==> config.mk <==
export PLATFORM = sky130hd
export DESIGN_NAME = player_cmd_seq
export DESIGN_NICKNAME = d
export VERILOG_FILES = /design/src/rtl/bomber_pkg.sv /design/src/rtl/player_cmd_seq_cmd_channel.sv /design/src/rtl/player_cmd_seq.sv
export SDC_FILE = /design/constraint.sdc
export NUM_CORES = 1
export LEC_CHECK = 0
export CORE_MARGIN = 4
export CORE_UTILIZATION = 30
export CTS_BUF_LIST = sky130_fd_sc_hd__clkbuf_16
export DETAILED_ROUTE_END_ITERATION = 8
export PLACE_DENSITY = 0.61
export SLEW_MARGIN = 20
export SYNTH_ARGS = -nofsm -noshare
export SYNTH_HDL_FRONTEND = slang
export SYNTH_SLANG_ARGS = --single-unit
==> constraint.sdc <==
create_clock -name clk -period 1.7 [get_ports clk]
set_input_delay 0.34 -clock clk [delete_from_list [all_inputs] [get_ports clk]]
set_output_delay 0.34 -clock clk [all_outputs]
set_load 0.005 [all_outputs]
==> src/rtl/bomber_pkg.sv <==
`default_nettype none
// ============================================================================
//  Module      : bomber_pkg
//  Description : Shared command codes, keypad codes and per-channel FSM state
//                encoding for the player command sequencer, plus the
//                request priority helper (BOMB > UP > DOWN > LEFT > RIGHT).
//  Revision    : 1.0 - initial release
// ============================================================================
package bomber_pkg;

   // Command codes presented on cmdA / cmdB
   localparam logic [2:0] cCmdNone  = 3'd0;
   localparam logic [2:0] cCmdUp    = 3'd1;
   localparam logic [2:0] cCmdDown  = 3'd2;
   localparam logic [2:0] cCmdLeft  = 3'd3;
   localparam logic [2:0] cCmdRight = 3'd4;
   localparam logic [2:0] cCmdBomb  = 3'd5;

   // Player-B keypad decode values
   localparam logic [3:0] cKeyUp    = 4'd2;
   localparam logic [3:0] cKeyDown  = 4'd8;
   localparam logic [3:0] cKeyLeft  = 4'd4;
   localparam logic [3:0] cKeyRight = 4'd6;
   localparam logic [3:0] cKeyBomb  = 4'd5;

   // Channel FSM states
   localparam logic [1:0] cStIdle   = 2'd0;
   localparam logic [1:0] cStDelay  = 2'd1;
   localparam logic [1:0] cStRepeat = 2'd2;
   localparam logic [1:0] cStBhold  = 2'd3;

   // Collapse simultaneous raw inputs to a single request code.
   function automatic logic [2:0] prioReq(input logic bomb, input logic up,
                                          input logic down, input logic left,
                                          input logic right);
      logic [2:0] r;
      if (bomb)       r = cCmdBomb;
      else if (up)    r = cCmdUp;
      else if (down)  r = cCmdDown;
      else if (left)  r = cCmdLeft;
      else if (right) r = cCmdRight;
      else            r = cCmdNone;
      return r;
   endfunction

endpackage
`default_nettype wire

==> src/rtl/player_cmd_seq_cmd_channel.sv <==
`default_nettype none
// ============================================================================
//  Module      : cmd_channel
//  Description : One player's command channel: press/auto-repeat FSM, repeat
//                counter, bomb cooldown counter and the cmd/valid register
//                with ready handshake.
//  Ports       : clk, rst (async, active-low), tick (timing strobe),
//                gameOver (freeze + flush), req (prioritised request code),
//                ready (consumer accept) -> cmd (3b), valid
//  Revision    : 1.0 - initial release
// ============================================================================
module cmd_channel
   import bomber_pkg::*;
#(
   parameter int unsigned REPEAT_DELAY  = 4,
   parameter int unsigned REPEAT_RATE   = 2,
   parameter int unsigned BOMB_COOLDOWN = 8
) (
   input  logic       clk,
   input  logic       rst,
   input  logic       tick,
   input  logic       gameOver,
   input  logic [2:0] req,
   input  logic       ready,
   output logic [2:0] cmd,
   output logic       valid
);

   localparam logic [3:0] cDelay = 4'(REPEAT_DELAY);
   localparam logic [3:0] cRate  = 4'(REPEAT_RATE);
   localparam logic [3:0] cCool  = 4'(BOMB_COOLDOWN);

   logic [1:0] rState, wNextState;
   logic [3:0] rCnt, wNextCnt;
   logic [3:0] rCool, wNextCool;
   logic [2:0] rDir, wNextDir;
   logic [2:0] rCmd;
   logic       rValid;
   logic       wIssue;
   logic [2:0] wIssueCmd;
   logic       wAccept;

   // A new command may overwrite the register when it is empty or is being
   // consumed this very cycle.
   assign wAccept = !rValid || ready;

   always_comb begin
      wNextState = rState;
      wNextCnt   = rCnt;
      wNextDir   = rDir;
      wNextCool  = rCool;
      wIssue     = 1'b0;
      wIssueCmd  = cCmdNone;

      if (tick && (rCool != 4'd0))
         wNextCool = rCool - 4'd1;

      if (gameOver) begin
         // Force IDLE so a key still held afterwards counts as a new press;
         // both counters hold their value.
         wNextState = cStIdle;
         wNextCool  = rCool;
      end else if (req == cCmdBomb) begin
         // Only the transition into BHOLD may fire a bomb; holding the key
         // never produces a second one.
         if (rState != cStBhold) begin
            wNextState = cStBhold;
            if (rCool == 4'd0) begin
               wIssue    = 1'b1;
               wIssueCmd = cCmdBomb;
               if (wAccept)
                  wNextCool = cCool;
            end
         end
      end else if (req == cCmdNone) begin
         wNextState = cStIdle;
      end else begin
         if ((rState == cStIdle) || (rState == cStBhold) || (req != rDir)) begin
            wIssue     = 1'b1;
            wIssueCmd  = req;
            wNextDir   = req;
            wNextCnt   = cDelay;
            wNextState = cStDelay;
         end else if (tick) begin
            // A count of 1 reaches zero on this tick; 0 (zero-valued
            // parameter) fires immediately. Never wraps below zero.
            if (rCnt <= 4'd1) begin
               wIssue     = 1'b1;
               wIssueCmd  = rDir;
               wNextCnt   = cRate;
               wNextState = cStRepeat;
            end else begin
               wNextCnt = rCnt - 4'd1;
            end
         end
      end
   end

   always_ff @(posedge clk or negedge rst) begin
      if (!rst) begin
         rState <= cStIdle;
         rCnt   <= 4'd0;
         rCool  <= 4'd0;
         rDir   <= cCmdNone;
         rCmd   <= cCmdNone;
         rValid <= 1'b0;
      end else begin
         rState <= wNextState;
         rCnt   <= wNextCnt;
         rCool  <= wNextCool;
         rDir   <= wNextDir;
         if (gameOver) begin
            rCmd   <= cCmdNone;
            rValid <= 1'b0;
         end else if (wIssue && wAccept) begin
            rCmd   <= wIssueCmd;
            rValid <= 1'b1;
         end else if (rValid && ready) begin
            rCmd   <= cCmdNone;
            rValid <= 1'b0;
         end
      end
   end

   assign cmd   = rCmd;
   assign valid = rValid;

endmodule
`default_nettype wire

==> src/rtl/player_cmd_seq.sv <==
`default_nettype none
// ============================================================================
//  Module      : player_cmd_seq
//  Description : Two-player command sequencer. Player A uses discrete
//                buttons, player B a decoded keypad; each is prioritised
//                into a single request and fed to its own cmd_channel.
//  Ports       : clk, rst (async, active-low), tick,
//                btnU/btnD/btnL/btnR/btnS (player A), keyB[3:0] (player B),
//                game_state[1:0] (0 = running),
//                cmdA/cmdB[2:0] + cmdA_valid/cmdB_valid out,
//                cmdA_ready/cmdB_ready in
//  Revision    : 1.0 - initial release
// ============================================================================
module player_cmd_seq
   import bomber_pkg::*;
#(
   parameter int unsigned REPEAT_DELAY  = 4,
   parameter int unsigned REPEAT_RATE   = 2,
   parameter int unsigned BOMB_COOLDOWN = 8
) (
   input  logic       clk,
   input  logic       rst,
   input  logic       tick,
   input  logic       btnU,
   input  logic       btnD,
   input  logic       btnL,
   input  logic       btnR,
   input  logic       btnS,
   input  logic [3:0] keyB,
   input  logic [1:0] game_state,
   output logic [2:0] cmdA,
   output logic [2:0] cmdB,
   output logic       cmdA_valid,
   output logic       cmdB_valid,
   input  logic       cmdA_ready,
   input  logic       cmdB_ready
);

   logic       wGameOver;
   logic [2:0] wReqA;
   logic [2:0] wReqB;

   assign wGameOver = |game_state;
   assign wReqA = prioReq(btnS, btnU, btnD, btnL, btnR);
   // Keypad values outside the five defined codes fall through to NONE.
   assign wReqB = prioReq(keyB == cKeyBomb, keyB == cKeyUp, keyB == cKeyDown,
                          keyB == cKeyLeft, keyB == cKeyRight);

   cmd_channel #(
      .REPEAT_DELAY (REPEAT_DELAY),
      .REPEAT_RATE  (REPEAT_RATE),
      .BOMB_COOLDOWN(BOMB_COOLDOWN)
   ) uChanA (
      .clk     (clk),
      .rst     (rst),
      .tick    (tick),
      .gameOver(wGameOver),
      .req     (wReqA),
      .ready   (cmdA_ready),
      .cmd     (cmdA),
      .valid   (cmdA_valid)
   );

   cmd_channel #(
      .REPEAT_DELAY (REPEAT_DELAY),
      .REPEAT_RATE  (REPEAT_RATE),
      .BOMB_COOLDOWN(BOMB_COOLDOWN)
   ) uChanB (
      .clk     (clk),
      .rst     (rst),
      .tick    (tick),
      .gameOver(wGameOver),
      .req     (wReqB),
      .ready   (cmdB_ready),
      .cmd     (cmdB),
      .valid   (cmdB_valid)
   );

endmodule
`default_nettype wire

# Word-level counts from Yosys, hierarchy flattened
# Index checks and enable logic that the tools add are counted.
# totals
regBits,34
in_bits,16
output_inout_bits,8
wordCells,157
# classes
n_addsub,4
magnitude_cmp,2
eq_ne,15
mux,82
bitwise_logic,5
n_reduce_logical,37
# ops
operator,count
3-bit 2-to-1 mux,30
4-bit 2-to-1 mux,16
2-bit 2-to-1 mux,14
1-bit 2-to-1 mux,22
5-bit nonzero test,4
4-bit AND reduction,4
4-bit by 1-bit subtractor with 4-bit output (second input constant),4
4-bit by 3-bit == test with 1-bit output (second input constant),3
4-bit by 1-bit less-or-equal comparator with 1-bit output (second input constant),2
4-bit zero test,2
4-bit nonzero test,2
3-bit == test (second input constant),2
1-bit logical AND,6
3-bit zero test,2
1-bit logical OR,6
3-bit != test,2
3-bit AND reduction,2
3-bit nonzero test,2
1-bit inverter,5
2-bit == test (second input constant),2
4-bit by 2-bit == test with 1-bit output (second input constant),1
4-bit == test (second input constant),1
2-bit zero test,2
2-bit != test (second input constant),2
5 further kinds,7

# Longest topological paths before layout
# logic_depth
ltp_word,15
mapped_depth,8
ltp_nobuf,8

# Cells and area by module
# A second synthesis with hierarchy kept.
# hier_totals
cells_unflattened,256
hier_area_um2,2336.0
# by_module_without_submodules
module,n_inst,cells_per_inst,area_per_inst_um2,seq_area_each_um2
cmd_channel at uChanA,1,120,1137.3,425.4
cmd_channel at uChanB,1,121,1108.6,425.4
player_cmd_seq,1,15,90.1,0.0

# Worst setup path after synthesis
# OpenSTA, ideal clock, no wires.
# synth_path
path_kind,input port to flip-flop
start,input port keyB[3]
end,"register uChanB.rCmd[1], in the netlist uChanB.cmd[1]"
setup_time_ns,0.094
arrival_time_ns,1.755
required_ns,1.606
slack_ns,-0.149
path_stages,8
path_buffers,2
path_cell_list,buf_2 -> xnor2_1 -> nor3_1 -> mux2i_1 -> and3_4 -> buf_6 -> nor3_1 -> a221oi_2
# synth_between
elab_chain_len,15
elab_cells_between_ends,25
cone_classes,eq/ne: 7; mux: 14; reduce/logical: 4
# synth_lines
item,line_no,rtl
from (decl),player_cmd_seq.sv:29,"input logic [3:0] keyB,"
4-bit by 3-bit == test with 1-bit output,player_cmd_seq.sv:47,"keyB == cKeyLeft, keyB == cKeyRight);"
3-bit 2-to-1 mux,bomber_pkg.sv:41,else if (right) r = cCmdRight;
3-bit 2-to-1 mux,bomber_pkg.sv:40,else if (left) r = cCmdLeft;
3-bit 2-to-1 mux,bomber_pkg.sv:39,else if (down) r = cCmdDown;
3-bit 2-to-1 mux,bomber_pkg.sv:38,else if (up) r = cCmdUp;
3-bit 2-to-1 mux (*),bomber_pkg.sv:37,if (bomb) r = cCmdBomb;
3-bit != test,player_cmd_seq_cmd_channel.sv:78,if ((rState == cStIdle) || (rState == cStBhold) || (req != rDir)) begin
1-bit logical OR,player_cmd_seq_cmd_channel.sv:78,
1-bit 2-to-1 mux,player_cmd_seq_cmd_channel.sv:78,
1-bit 2-to-1 mux,player_cmd_seq_cmd_channel.sv:75,end else if (req == cCmdNone) begin
1-bit 2-to-1 mux,player_cmd_seq_cmd_channel.sv:63,end else if (req == cCmdBomb) begin
1-bit 2-to-1 mux,player_cmd_seq_cmd_channel.sv:58,if (gameOver) begin
1-bit logical AND,player_cmd_seq_cmd_channel.sv:115,end else if (wIssue && wAccept) begin
3-bit 2-to-1 mux,player_cmd_seq_cmd_channel.sv:115,
3-bit 2-to-1 mux,player_cmd_seq_cmd_channel.sv:112,if (gameOver) begin
to (signal assigned),player_cmd_seq_cmd_channel.sv:113,rCmd <= cCmdNone;
to (signal assigned),player_cmd_seq_cmd_channel.sv:116,rCmd <= wIssueCmd;
to (signal assigned),player_cmd_seq_cmd_channel.sv:119,rCmd <= cCmdNone;
to (decl),player_cmd_seq_cmd_channel.sv:37,logic [2:0] rCmd;
# Mark *: on every way between the ends. The rest lies on a longest branch, timed or not.
# A chain may end at the register's enable or synchronous reset.

# Final worst setup path
# layout_path
start,register uChanA.rDir[0]
end,"register uChanA.rCmd[2], in the netlist uChanA.cmd[2]"
# layout_between
elab_chain_len,9
elab_cells_between_ends,13
cone_classes,eq/ne: 1; mux: 9; reduce/logical: 3
# layout_lines
item,line_no,rtl
from (decl),player_cmd_seq_cmd_channel.sv:36,"logic [2:0] rDir, wNextDir;"
from (signal assigned),player_cmd_seq_cmd_channel.sv:104,rDir <= cCmdNone;
from (signal assigned),player_cmd_seq_cmd_channel.sv:111,rDir <= wNextDir;
3-bit != test (*),player_cmd_seq_cmd_channel.sv:78,
1-bit logical OR (*),player_cmd_seq_cmd_channel.sv:78,
1-bit 2-to-1 mux,player_cmd_seq_cmd_channel.sv:78,
1-bit 2-to-1 mux,player_cmd_seq_cmd_channel.sv:75,
1-bit 2-to-1 mux,player_cmd_seq_cmd_channel.sv:63,
1-bit 2-to-1 mux,player_cmd_seq_cmd_channel.sv:58,
1-bit logical AND,player_cmd_seq_cmd_channel.sv:115,
3-bit 2-to-1 mux,player_cmd_seq_cmd_channel.sv:115,
3-bit 2-to-1 mux,player_cmd_seq_cmd_channel.sv:112,
to (signal assigned),player_cmd_seq_cmd_channel.sv:113,
to (signal assigned),player_cmd_seq_cmd_channel.sv:116,
to (signal assigned),player_cmd_seq_cmd_channel.sv:119,
to (decl),player_cmd_seq_cmd_channel.sv:37,
# Marks and branches as above.

==> impl_metrics.yaml <==
global_route:
  grt_pass1_wl_mm: 10.3
  grt_max_degree: 35
  grt_overflow: 0
  grt_pass1_vias: 2245
  track_usage_pct: 14.5
  antenna_found_initial: 0
setup_path:
  worstPathMaxFanout: 4
  path_buf_inv: 1
  cp_top_family: "simple AND/OR/NAND/NOR gates"
  crit_slowest_cell: "dfrtp_1"
  required_ps: 1860
  cp_cell_sequence: "inv_2 -> and3_4 -> o2111ai_4 -> or3b_4 -> a21oi_2 -> mux2i_1"
  critical_path.startpoint_type: "flip-flop"
  critical-path-max-stage-delay_ps: 430
  path_class: "flip-flop to flip-flop"
  crit_path_end_kind: "flip-flop"
  worstPathArrival_ps: 1890
drt:
  wl_per_cell_um: 14.2
  vias_per_cell: 5.06
  drtIter0Drc: 99
  drc: 0
  vias: 2275
  ant_nets: 0
  drt_pass1_iterations: 4
  routed_wirelength_mm: 6.37
cts:
  cts.root.buffer_cell: "clkbuf_16"
  cts_buffers: 5
  clkSinkCount: 34
  cts_tree: "yes"
  insertion_delay_ps: 280
  clk_pin_slew_worst_paths_ps: 60
  hold_buffers: 0
  htree_num_levels: 2
  cts_buffer_depth: 2
place:
  gp_congestion: 0.838
  post-dp-hpwl_mm: 4.04
  io_buffer_count: 23
  dp_cells: 424
  pre_cts_ws_ps: -625
  placed_area_mm2: 0.00303
timing:
  clock_skew_ps: 6.70
  slew-limit-headroom_pct: 70.1
  rsz0062_at_grt: "yes"
  tns_ps: -30.4
  setup_viol: 1
  finalMaxSlewViolations: 0
  finalHoldViolations: 0
  clock.fmax_ghz: 0.578
  post-route-period-util_pct: 102
  period_needed_ps: 1730
  setup_ws_ps: -30.4
  tightestPinTransition_ps: 443
synth:
  synth_top_cell_area_share_pct: 38.7
  synth_area_mm2: 0.00220
  synth.distinct_cells: 54
  syn_inst: 248
  async_reset_ff_share_pct: 100
  synth_flop_cell: "dfrtp_1"
  yosys.area.top_type: "dfrtp_1"
  synth_common_cells: "34 x dfrtp_1, 25 x nand2_1, 24 x nor2_1, 14 x a21oi_1, 13 x inv_1"
  yosys_warnings: 0
  yosys.area_share.simple_pct: 26.8
  synth_top_family_by_area: "simple AND/OR/NAND/NOR gates"
  yosys-top-cells-area: "dfrtp_1 39%, ha_1 4.6%, nand2_1 4.3%"
  synth_fa_ha_area_share_pct: 4.56
  synth_xor_area_share_pct: 3.59
  yosys.cell_count.top_type: "dfrtp_1"
  synth_seq_area_share_pct: 38.7
  avgSynthCellArea_um2: 8.86
  syn_nets: 272
  synth-edff-count: 0
  synth_compound_area_share_pct: 17.9
  synth_mux_area_share_pct: 4.84
  ys_ff_latch: 34
floorplanning:
  dieArea_mm2: 0.00876
  die_h_um: 93.6
  core_area_mm2: 0.00694
  fp.dieW_um: 93.6
  rows: 30
  ios: 24
  start_util_pct: 31.6
cells_and_area:
  stdcell_area_mm2: 0.00365
  postLayoutCoreUtil_pct: 52.5
  nets: 378
  layout-drive-gt1-share_pct: 48.3
  n_antenna_cell: 0
  synthToLayoutAreaGrowth_pct: 66.1
  nFillCells: 622
  instances_no_fill: 450
outcome:
  status: "complete, but fails checks"
  violations: "negative setup slack"
power:
  power.density_mw_per_mm2: 866
  ir_worst_vdd_uv: 493
  leakagePower_nw: 1.57
min_path:
  min_path_type: "input pin to async pin"
run:
  cap_violations: 0
[power breakdown]
part,total [W],internal (W),switching [W]
Clock,0.00102,0.000678,0.000338
Combinational,0.00106,0.000555,0.000500
Sequential,0.00109,0.000959,0.000129
[cell families (layout without fill, tap and decap cells)]
family          count (synthesis)  count (layout)
compound gates                 58              58
xor+xnor                        9               9
fa+ha+maj                       8               8
buf+inv                        18             124
flops                          34              34
mux                            10              10
simple gates                  111             111
[layer usage]
layer  vias to the layer above  track usage [%]  wire, µm
li1                       1103                -         -
met1                      1090             18.0      2640
met2                        68             24.8      3300
met3                        14             3.30       293
met4                         0             4.69       142
met5                         -                0         0
[flip-flops by register name, indices dropped and copies added, names as in the netlist, 3 cells and up]
| name | flops |
|---|---|
| uChanB.rCool | 4 |
| uChanB.rCnt | 4 |
| uChanA.cmd | 3 |
| uChanA.rCnt | 4 |
| uChanB.rDir | 3 |
| uChanB.cmd | 3 |
| uChanA.rCool | 4 |
| uChanA.rDir | 3 |
[worst paths after layout]
path	from	end	slack [ps]	cells past startpoint
setup / recovery	uChanA.rDir[0]	uChanA.cmd[2]	-30	6
hold reg to reg	uChanB.rState[0]	uChanB.rState[0]	520	1
setup reg to reg	uChanA.rDir[0]	uChanA.cmd[2]	-30	6
min in group clk	keyB[0]	uChanB.rDir[2]	490	4
hold / removal	rst	uChanA.cmd[1]	430	2
max in group asynchronous	rst	uChanB.cmd[1]	1070	2
[layout make-up]
| type | count | area (µm²) | area share [%] |
|---|---|---|---|
| clock buffers | 5 | 125 | 3.43 |
| clock inverters | 2 | 33.8 | 0.926 |
| inverters | 13 | 48.8 | 1.34 |
| multi-input cells | 196 | 1640 | 45.0 |
| flip-flops and latches | 34 | 852 | 23.4 |
| well taps | 96 | 120 | 3.29 |
| repair buffers | 104 | 828 | 22.7 |
[timing repair]
item                                    4_1_cts  5_1_grt
setup buffers                                12        9
gates resized for setup                      67       52
pin swaps                                    26       29
endpoints found under the setup margin       28       20
[cell usage in the layout (no fill, tap or decap), drive strengths merged, types with 5 or more instances in the layout]
| master | synthesis | layout |
|---|---|---|
| nor3 | 9 | 9 |
| buf | 4 | 87 |
| dfrtp | 34 | 34 |
| or2 | 5 | 5 |
| inv | 13 | 13 |
| and3 | 5 | 5 |
| nand2 | 25 | 25 |
| xnor2 | 6 | 6 |
| a21oi | 17 | 17 |
| mux2 | 5 | 5 |
| nand3 | 6 | 6 |
| clkdlybuf4s50 | 0 | 11 |
| o21ai | 12 | 12 |
| clkbuf | 1 | 6 |
| nor2 | 25 | 25 |
| nand2b | 12 | 12 |
| o22ai | 6 | 6 |
| mux2i | 5 | 5 |
| ha | 8 | 8 |
[metrics by stage]
stage | hold slack [ps] | total power [W]
floorplan | 44.4 | 0.00157
global placement | 494 | 0.00193
detailed placement | 505 | 0.00196
CTS | 452 | 0.00305
global route | 462 | 0.00337
finish | 433 | 0.00316
(Power assumes the default switching activity.)
